===== config.mk =====
export PLATFORM = sky130hd
export DESIGN_NAME = cache_bus_arbiter
export DESIGN_NICKNAME = d
export VERILOG_FILES = /design/src/rtl/cache_bus_arbiter.sv
export SDC_FILE = /design/constraint.sdc
export NUM_CORES = 1
export LEC_CHECK = 0
export CAP_MARGIN = 20
export CORE_AREA = 3 3 126 128
export CTS_CLUSTER_SIZE = 40
export DETAILED_ROUTE_END_ITERATION = 10
export DIE_AREA = 0 0 129 131
export PLACE_DENSITY = 0.59
export SETUP_SLACK_MARGIN = 0.5
export SYNTH_ARGS = -nofsm -noshare
export SYNTH_HDL_FRONTEND = slang
export SYNTH_SLANG_ARGS = --single-unit

===== constraint.sdc =====
create_clock -name clk -period 1.4 [get_ports clk]
set_input_delay 0.21 -clock clk [delete_from_list [all_inputs] [get_ports clk]]
set_output_delay 0.21 -clock clk [all_outputs]
set_load 0.05 [all_outputs]

===== src/rtl/cache_bus_arbiter.sv =====
// cache_bus_arbiter: round-robin arbiter sharing one cache bus among REQ_NUM masters, holding each grant for a full transaction
// Ports: clk, rst (sync, active-high); req_i/resp_o per-master bus; bus_req_o/bus_resp_i downstream bus;
// grant_o one-hot owner (zero when idle); busy_o high while a transaction is in progress.
package cache_bus_pkg;
  typedef struct packed {
    logic        valid;
    logic        write;
    logic        burst;
    logic        cached;
    logic [31:0] addr;
    logic [31:0] w_data;
    logic [3:0]  data_strobe;
    logic        data_ok;
    logic        data_last;
  } cache_bus_req_t;
  typedef struct packed {
    logic        ready;
    logic        data_ok;
    logic        data_last;
    logic [31:0] r_data;
  } cache_bus_resp_t;
endpackage

module cache_bus_arbiter
  import cache_bus_pkg::*;
#(
  parameter int REQ_NUM = 2
) (
  input  logic                             clk,
  input  logic                             rst,
  input  cache_bus_req_t  [REQ_NUM-1:0]    req_i,
  output cache_bus_resp_t [REQ_NUM-1:0]    resp_o,
  output cache_bus_req_t                   bus_req_o,
  input  cache_bus_resp_t                  bus_resp_i,
  output logic            [REQ_NUM-1:0]    grant_o,
  output logic                             busy_o
);
  localparam int PW = $clog2(REQ_NUM);
  typedef enum logic [2:0] {IDLE = 3'b001, ADDR = 3'b010, DATA = 3'b100} state_t;
  state_t               r_state, w_state_nxt;
  logic [REQ_NUM-1:0]   r_owner, w_owner_nxt;
  logic [PW-1:0]        r_ptr, w_ptr_nxt, w_win;
  logic                 w_any, w_addr, w_data, w_done;
  cache_bus_req_t       w_sel;
  always_ff @(posedge clk) begin
    if (rst) begin
      r_state <= IDLE;
      r_owner <= '0;
      r_ptr   <= PW'(REQ_NUM - 1);
    end else begin
      r_state <= w_state_nxt;
      r_owner <= w_owner_nxt;
      r_ptr   <= w_ptr_nxt;
    end
  end
  // Scan from farthest to nearest so the lowest offset after r_ptr ends up as winner;
  // offset REQ_NUM is r_ptr itself, letting a lone previous owner win again.
  always_comb begin
    w_any = 1'b0;
    w_win = '0;
    for (int i = REQ_NUM; i >= 1; i--) begin
      if (req_i[PW'((int'(r_ptr) + i) % REQ_NUM)].valid) begin
        w_any = 1'b1;
        w_win = PW'((int'(r_ptr) + i) % REQ_NUM);
      end
    end
  end
  // While owned, r_ptr holds the owner index, so it doubles as the mux select.
  assign w_sel  = req_i[r_ptr];
  assign w_addr = ~rst & (r_state == ADDR);
  assign w_data = ~rst & (r_state == DATA);
  always_comb begin
    bus_req_o           = (w_addr | w_data) ? w_sel : '0;
    bus_req_o.valid     = w_sel.valid & w_addr;
    bus_req_o.data_ok   = w_sel.data_ok & w_data;
    bus_req_o.data_last = w_sel.data_last & w_data;
  end
  // Writes end on the master's last beat, reads on the bus's last beat.
  assign w_done = bus_resp_i.data_ok & bus_req_o.data_ok &
                  (bus_req_o.write ? bus_req_o.data_last : bus_resp_i.data_last);
  always_comb begin
    resp_o = '0;
    for (int k = 0; k < REQ_NUM; k++) begin
      resp_o[k].ready     = w_addr & (r_ptr == PW'(k)) & bus_resp_i.ready;
      resp_o[k].data_ok   = w_data & (r_ptr == PW'(k)) & bus_resp_i.data_ok;
      resp_o[k].data_last = w_data & (r_ptr == PW'(k)) & bus_resp_i.data_last;
      resp_o[k].r_data    = rst ? '0 : bus_resp_i.r_data;
    end
  end
  always_comb begin
    w_state_nxt = r_state;
    w_owner_nxt = r_owner;
    w_ptr_nxt   = r_ptr;
    if (r_state == IDLE && w_any) begin
      w_state_nxt = ADDR;
      w_owner_nxt = {{(REQ_NUM-1){1'b0}}, 1'b1} << w_win;
      w_ptr_nxt   = w_win;
    end
    if (r_state == ADDR && bus_resp_i.ready && bus_req_o.valid) w_state_nxt = DATA;
    if (r_state == DATA && w_done) begin
      w_state_nxt = IDLE;
      w_owner_nxt = '0;
    end
  end
  assign grant_o = rst ? '0 : r_owner;
  assign busy_o  = ~rst & (r_state != IDLE);
endmodule

Yosys cells after proc, flatten, opt, wreduce, memory -nomap -nowiden. Index checks and enable logic that the tools add are counted.

Register bits after elaboration: 6. Word-level logic and storage cells: 58. Bits of input ports: 185. Output and inout port bits: 147.

Order comparisons: 3. Equal/unequal tests: 4. Add/subtract/negate cells: 2. Multiplexer cells: 16. Shifts and indexed selects: 1. Reduce and logical (&&, ||, !) cells: 7. Bitwise operators: 21.

Operators by type and width (count): $mux 74 (6); $mux 73 (1); $mux 32 (1); $and 1x1->1 (18); $lt 1x3->1 const B (2); $mux 3 (2); $mux 1 (5); $logic_and 1x1->1 (4); $eq 3x1->1 const B (1); $eq 3x2->1 const B (1); $eq 3x3->1 const B (1); $ne 3x1->1 const B (1); $reduce_or 3->1 (1); $add 1x1->1 const B (2); $lt 1x2->1 const B (1); $mux 2 (1); $not 1->1 (2); $reduce_bool 2->1 (1); $reduce_or 2->1 (1); $shl 1x1->2 const A (1); $or 1x1->1 (1).

Depth between registers and ports, before layout. Gate-level depths: netlist of the first run.

Depth after elaboration: 9. Gate-level depth with buffers: 5.

Worst setup path after synthesis of the first run. No wires, ideal clock.

Path kind: input -> output. Start: input port rst. End: output port resp_o[58] (netlist bit). Arrival: 1857 ps. Stages: 3. Path buffers: 2. Required time: 1190 ps. Slack: -667 ps. Cell sequence: clkdlybuf4s50_2 nor2b_1 buf_4.

RTL lines: from (decl) (line 30) `input logic rst,`; to (decl) (line 32) `output cache_bus_resp_t [REQ_NUM-1:0] resp_o,`.

==> results of run 1 <==
Yosys cell counts (all sizes together):
cell           number
and4bb              1
xnor2               1
or4b                2
dfxtp               6
o21ai               1
clkbuf             12
o221a               1
nor4                1
and3                5
o31a                2
clkdlybuf4s50       1
nand4               1
inv                 5
nor2               76
or2                 1
mux2                1
a311oi              3
a31o                2
nand2               2
nor3                1
or4bb               1
buf                40
xor2                1
nor2b              34
mux2i              75
registers in the layout, indices dropped and copies added, names as in the netlist:
signal	flops
r_state	3
r_ptr	1
r_owner	2
kinds of logic (layout without fill, tap and decap cells):
kind of cell / Yosys count / in the layout / synth area share (%)
AND/OR/NAND/NOR: 125 / 125 / 31.3
multiplexers: 76 / 76 / 38.8
buffers and inverters: 58 / 397 / 18.5
AO/OA/AOI/OAI: 9 / 9 / 4.34
flip-flops: 6 / 6 / 6.12
XOR/XNOR: 2 / 2 / 0.893
power groups by stage:
stage | sequential (mW) | combinational, mW | clock (mW)
6_report | 0.220 | 3.06 | 0.481
5_1_grt | 0.223 | 3.20 | 0.499
4_1_cts | 0.221 | 3.07 | 0.484
3_5_place_dp | 0.224 | 2.72 | 0
3_3_place_gp | 0.224 | 2.69 | 0
2_1_floorplan | 0.208 | 1.55 | 0
path summary, 6_finish.rpt:
path                            slack, ns               startpoint                 endpoint  depth (start not counted)
worst max-delay path                -0.44  r_state[2]$_SDFFE_PP0P_               resp_o[34]                          4
worst min-delay path                 0.55  r_owner[0]$_SDFFE_PP0P_  r_owner[0]$_SDFFE_PP0P_                          2
worst max register to register      -0.36  r_state[2]$_SDFFE_PP0P_  r_state[1]$_SDFFE_PP0P_                          5
worst min register to register       0.55  r_owner[0]$_SDFFE_PP0P_  r_owner[0]$_SDFFE_PP0P_                          2
metrics by stage:
stage | std cells | worst slack (ns)
final | 803 | -0.440
after global routing | 803 | -0.466
after CTS | 798 | -0.405
after detailed placement | 766 | -0.497
after global placement | 766 | -0.439
after floorplan | 276 | -0.358
routing by layer:
layer  vias to the layer above  share of wire (%)
li1                       1573                  -
met5                         -                  0
met4                         0                1.3
met3                        12                 11
met2                       205                 56
met1                      1546                 32
what timing repair did:
action                     in CTS  in global routing
pin swaps                      18                  2
gates cloned                   10                  0
gates resized for setup        64                  6
setup buffers                  18                  5
hold buffers                    0                  0
setup endpoints to repair     153                153
layout make-up:
type	instances	area, um2
fillers	1228	6420
repair buffers	388	5620
multi-input cells	212	2470
well taps	188	235
flip-flops and latches	6	133
clock buffers	4	78.8
inverters	5	18.8
worst max-delay path, delay by kind of cell, from the launching register on:
kind,cells,cell delay [ns]
buffers and inverters,1,0.14
flip-flops,1,0.36
AND/OR/NAND/NOR,3,0.90
==> metrics.yaml, run 1 <==
grt:
  grt_usage_pct: 15.0
  grt_pass1_wl_mm: 20.0
  grt_max_degree: 30
  met3_usage_pct: 5.20
  grt_antenna_before_repair: 0
  grt.met1_usage_pct: 15.1
  busiest_layer: "met2"
  grt.overflow.total: 0
  use_met2_pct: 29.9
  grt_pass1_vias: 3611
layout:
  layout_common_cells: "176 x clkdlybuf4s50_1, 153 x buf_12, 76 x nor2_4, 67 x mux2i_1, 34 x nor2b_4"
  drive_above_1_share_pct: 57.1
  diodes: 0
  synthToLayoutAreaGrowth_pct: 336
  fin_area_mm2: 0.00855
  post-route-util_pct: 57.1
  fin_nets: 801
  final_common_cell: "clkdlybuf4s50_1"
sta:
  fmax_ghz: 0.544
  whs_ns: 0.555
  setup_viol: 90
  finalWorstSetupSlack_ns: -0.440
  slew_headroom_pct: 74.0
  rsz0062_at_grt: "yes"
  final.setup_skew_ns: 0.000516
  worst_pin_slew_ns: 0.382
  fin_tns_setup_ns: -28.31
  drv_slew: 0
  finalCriticalPeriod_ns: 1.84
  post-route-period-util_pct: 131
  hold_violations: 0
clock_network:
  cts_num_sinks: 6
  cts_buffers: 3
  cts.clk_slew.worst_paths_ns: 0.03
  clkLatencyLatePin_ns: 0.23
  cts_tree: "built"
  cts_buffer_depth: 2
  cts-htree-levels: 1
  root_buffer: "clkbuf_16"
power_and_ir_drop:
  power_mw: 3.76
  peakVddDrop_mv: 0.485
  p_sw_share_pct: 40.6
  p_int_mw: 2.23
  clock_power_share_pct: 12.8
  netSwitchingPower_mw: 1.53
  p_leak_nw: 3.64
  power_density_mw_per_mm2: 439
  seq_power_share_pct: 5.8
  power_frac_comb_pct: 81.3
setup_path:
  slowest_delay_ns: 0.50
  crit_arrival_ns: 1.63
  cp_slowest_cell: "or4b_4"
  cp-start-kind: "flop"
  worstPathRequired_ns: 1.19
  cp_max_fo: 4
  cp_cell_sequence: "or4b_4, or2_4, nor2_4, buf_12"
  worstSetupPathType: "flop to primary output"
  endpoint_kind: "primary output"
detailed_routing:
  drtIter0Drc: 48
  dr_total_vias: 3336
  firstDrtPassIters: 4
  detail-route-antenna-nets: 0
  wire_per_inst_um: 17.2
  drc_errors: 0
  finalWirelength_mm: 13.8
  vias_per_cell: 4.15
outcome:
  status: "finished with violations"
  violations: "negative setup slack"
synth:
  yosys_warnings: 0
  synthDominantCellAreaShare_pct: 38.3
  synth_seq_area_share_pct: 6.12
  synth_seq_cells: 6
  syn_inst: 276
  syn-mean-instance-area_um2: 7.11
  synth_nets: 461
  synthTopCellsByArea: "mux2i_1 38%, nor2_1 15%, buf_4 12%, nor2b_1 11%, dfxtp_1 6.1%"
  syn-cell-area_mm2: 0.00196
  yosys.area.top_type: "mux2i_1"
  ys_types: 31
placement:
  portBuffers: 331
  dp_hpwl_mm: 11.1
  place_congestion: 0.775
  post_dp_cell_area_mm2: 0.00776
die:
  initial_utilization_pct: 13.1
  die-area_mm2: 0.0169
  fp.dieH_um: 131
  die_x_um: 129
  core_mm2: 0.0150
  io_pins: 332
  num_rows: 45
hold_path:
  hp-class: "flop to flop"
job:
  cap_violations: 0
Power figures use the tool's default switching activity.
==> inputs of run 2 (changes only) <==
- ABC_AREA: unset -> 1
- CORE_AREA: 3 3 126 128 -> 3 3 129 131
- DIE_AREA: 0 0 129 131 -> 0 0 132 134
- GPL_TIMING_DRIVEN: unset -> 0
- PLACE_DENSITY: 0.59 -> 0.57
==> metrics.yaml, run 2 <==
layout:
  top_regs: "r_state (3), r_owner (2), r_ptr (1)"
  multi_input_area_mm2: 0.00244
  regArea_um2: 133
  final_common_cell: "clkdlybuf4s50_1"
  post-route-util_pct: 54.6
  largest-register: "r_state"
  synthToLayoutAreaGrowth_pct: 318
  layout_common_cells: "151 x clkdlybuf4s50_1, 149 x nand2_1, 148 x buf_6, 80 x buf_8, 71 x a21oi_4"
  drive_above_1_share_pct: 56.2
  num-fill-cells: 1348
  fin_nets: 997
  largest_register_ffs: 3
job:
  cap_violations: 0
detailed_routing:
  drtIter0Drc: 61
  detail-route-antenna-nets: 0
  firstDrtPassIters: 4
  dr_total_vias: 4135
  wire_per_inst_um: 16.7
  drc_errors: 0
  vias_per_cell: 4.02
  finalWirelength_mm: 17.2
placement:
  portBuffers: 330
  place_congestion: 0.848
  dp_hpwl_mm: 13.1
outcome:
  violations: "negative setup slack"
  status: "finished with violations"
synth:
  synth_edf_count: 0
  syn-mean-instance-area_um2: 5.03
  synthArstFlopShare_pct: 0
  syn-cell-area_mm2: 0.00205
  synth_most_common_cell: "nand2_1"
  syn_inst: 408
  synth_nets: 593
  synthTopCellsByArea: "nand2_1 28%, a21oi_1 14%, buf_4 12%, inv_1 8.6%, nor2_1 8.2%"
  synthDominantCellAreaShare_pct: 28.2
  synth_seq_area_share_pct: 5.85
  yosys.area.top_type: "nand2_1"
  ys_types: 23
  yosys_warnings: 0
  synth_seq_cells: 6
  synth_common_cells: "154 x nand2_1, 58 x a21oi_1, 47 x inv_1, 45 x nor2_1, 33 x buf_4"
  synthFlopType: "dfxtp_1"
clock_network:
  clkLatencyLatePin_ns: 0.23
  cts.clk_slew.worst_paths_ns: 0.03
  cts-htree-levels: 1
  cts_buffer_depth: 2
  cts_buffers: 3
  root_buffer: "clkbuf_16"
  cts_tree: "built"
  cts_num_sinks: 6
die:
  io_pins: 332
  initial_utilization_pct: 13.1
  num_rows: 46
  die-area_mm2: 0.0177
  die_x_um: 132
  core_mm2: 0.0157
  fp.dieH_um: 134
sta:
  rsz0062_at_grt: "yes"
  slew_headroom_pct: 82.6
  fmax_ghz: 0.582
  hold_violations: 0
  post-route-period-util_pct: 123
  finalCriticalPeriod_ns: 1.72
  setup_viol: 84
  drv_slew: 0
  worst_pin_slew_ns: 0.261
  finalWorstSetupSlack_ns: -0.319
  final.setup_skew_ns: 0.00347
grt:
  grt_pass1_vias: 4451
  grt.overflow.total: 0
  grt_antenna_before_repair: 1
  grt_usage_pct: 17.3
  grt_pass1_wl_mm: 24.5
  grt_max_degree: 11
power_and_ir_drop:
  p_leak_nw: 3.58
  peakVddDrop_mv: 0.309
  power_mw: 3.63
  power_density_mw_per_mm2: 422
setup_path:
  endpoint_kind: "primary output"
  cp_max_fo: 10
  cp-start-kind: "flop"
  crit_arrival_ns: 1.51
  worstPathRequired_ns: 1.19
  worstSetupPathType: "flop to primary output"
hold_path:
  hp-class: "input port to flop"
run 2: changes by cell type in the layout (fill, tap and decap cells not counted), sizes merged, moves of 34 or more:
| cell | previous run | this run |
|---|---|---|
| buf | 204 | 268 |
| inv | 5 | 47 |
| nor2b | 34 | 0 |
| a21oi | 0 | 72 |
| mux2i | 75 | 0 |
| nand2 | 2 | 156 |
run 2: layout make-up:
type / count / share of cell area, %
clock buffer: 4 / 0.918
sequential: 6 / 1.54
buffer: 60 / 9.57
inverter: 50 / 2.55
tap: 216 / 3.15
antenna: 1 / 0.0291
timing repair buffer: 399 / 53.8
multi-input combinational: 292 / 28.4
run 2: final timing paths:
kind / start / endpoint / slack, ns / depth (start not counted)
setup / recovery: r_state[0]$_SDFFE_PP1P_ / bus_req_o[47] / -0.32 / 7
hold / removal: rst / r_state[0]$_SDFFE_PP1P_ / 0.25 / 3
setup reg to reg: r_state[0]$_SDFFE_PP1P_ / r_owner[0]$_SDFFE_PP0P_ / -0.01 / 8
hold reg to reg: r_owner[1]$_SDFFE_PP0P_ / r_owner[1]$_SDFFE_PP0P_ / 0.52 / 2
run 2: cell families after synthesis:
kind of cell | synth area share (%)
AND/OR/NAND/NOR | 42.6
buffers and inverters | 30.3
AO/OA/AOI/OAI | 21.2
flip-flops | 5.85
run 2: repair_timing:
item	CTS	global route
hold buffers	0	0
gates cloned	6	0
gates resized for setup	1236	63
buffers inserted	38	25
pin swaps	37	42
endpoints found under the setup margin	153	153
run 2: layer usage:
metal	GRT usage (%)	share of wire, %
met1	17.7	34
met2	35.1	56
met3	3.94	7.5
met4	4.32	2.0
met5	0	0
run 2: power breakdown:
group          switching, mW  internal, mW
combinational           1.52          1.42
sequential            0.0179         0.188
clock                 0.0964         0.378
total                   1.63          1.99
run 2: metrics by stage:
stage | hold WS (ns) | instance area, um2 | TNS (ns) | cells | worst slack [ns]
floorplan | 0.399 | 3450 | -8.27 | 408 | -0.118
global placement | 0.503 | 7030 | -98.41 | 954 | -0.932
detailed placement | 0.513 | 7030 | -99.87 | 954 | -0.935
CTS | 0.271 | 8170 | -22.66 | 1002 | -0.322
global route | 0.255 | 8590 | -27.68 | 1028 | -0.372
finish | 0.250 | 8590 | -22.17 | 1028 | -0.319
run 2: worst max-delay path, cell delays in order, from the launching register on:
cell and delay (ns):
dfxtp_4 0.36, nor2_4 0.14, nand3_4 0.11, nand2_4 0.11, inv_8 0.07, buf_12 0.16, a21oi_4 0.14, buf_6 0.18
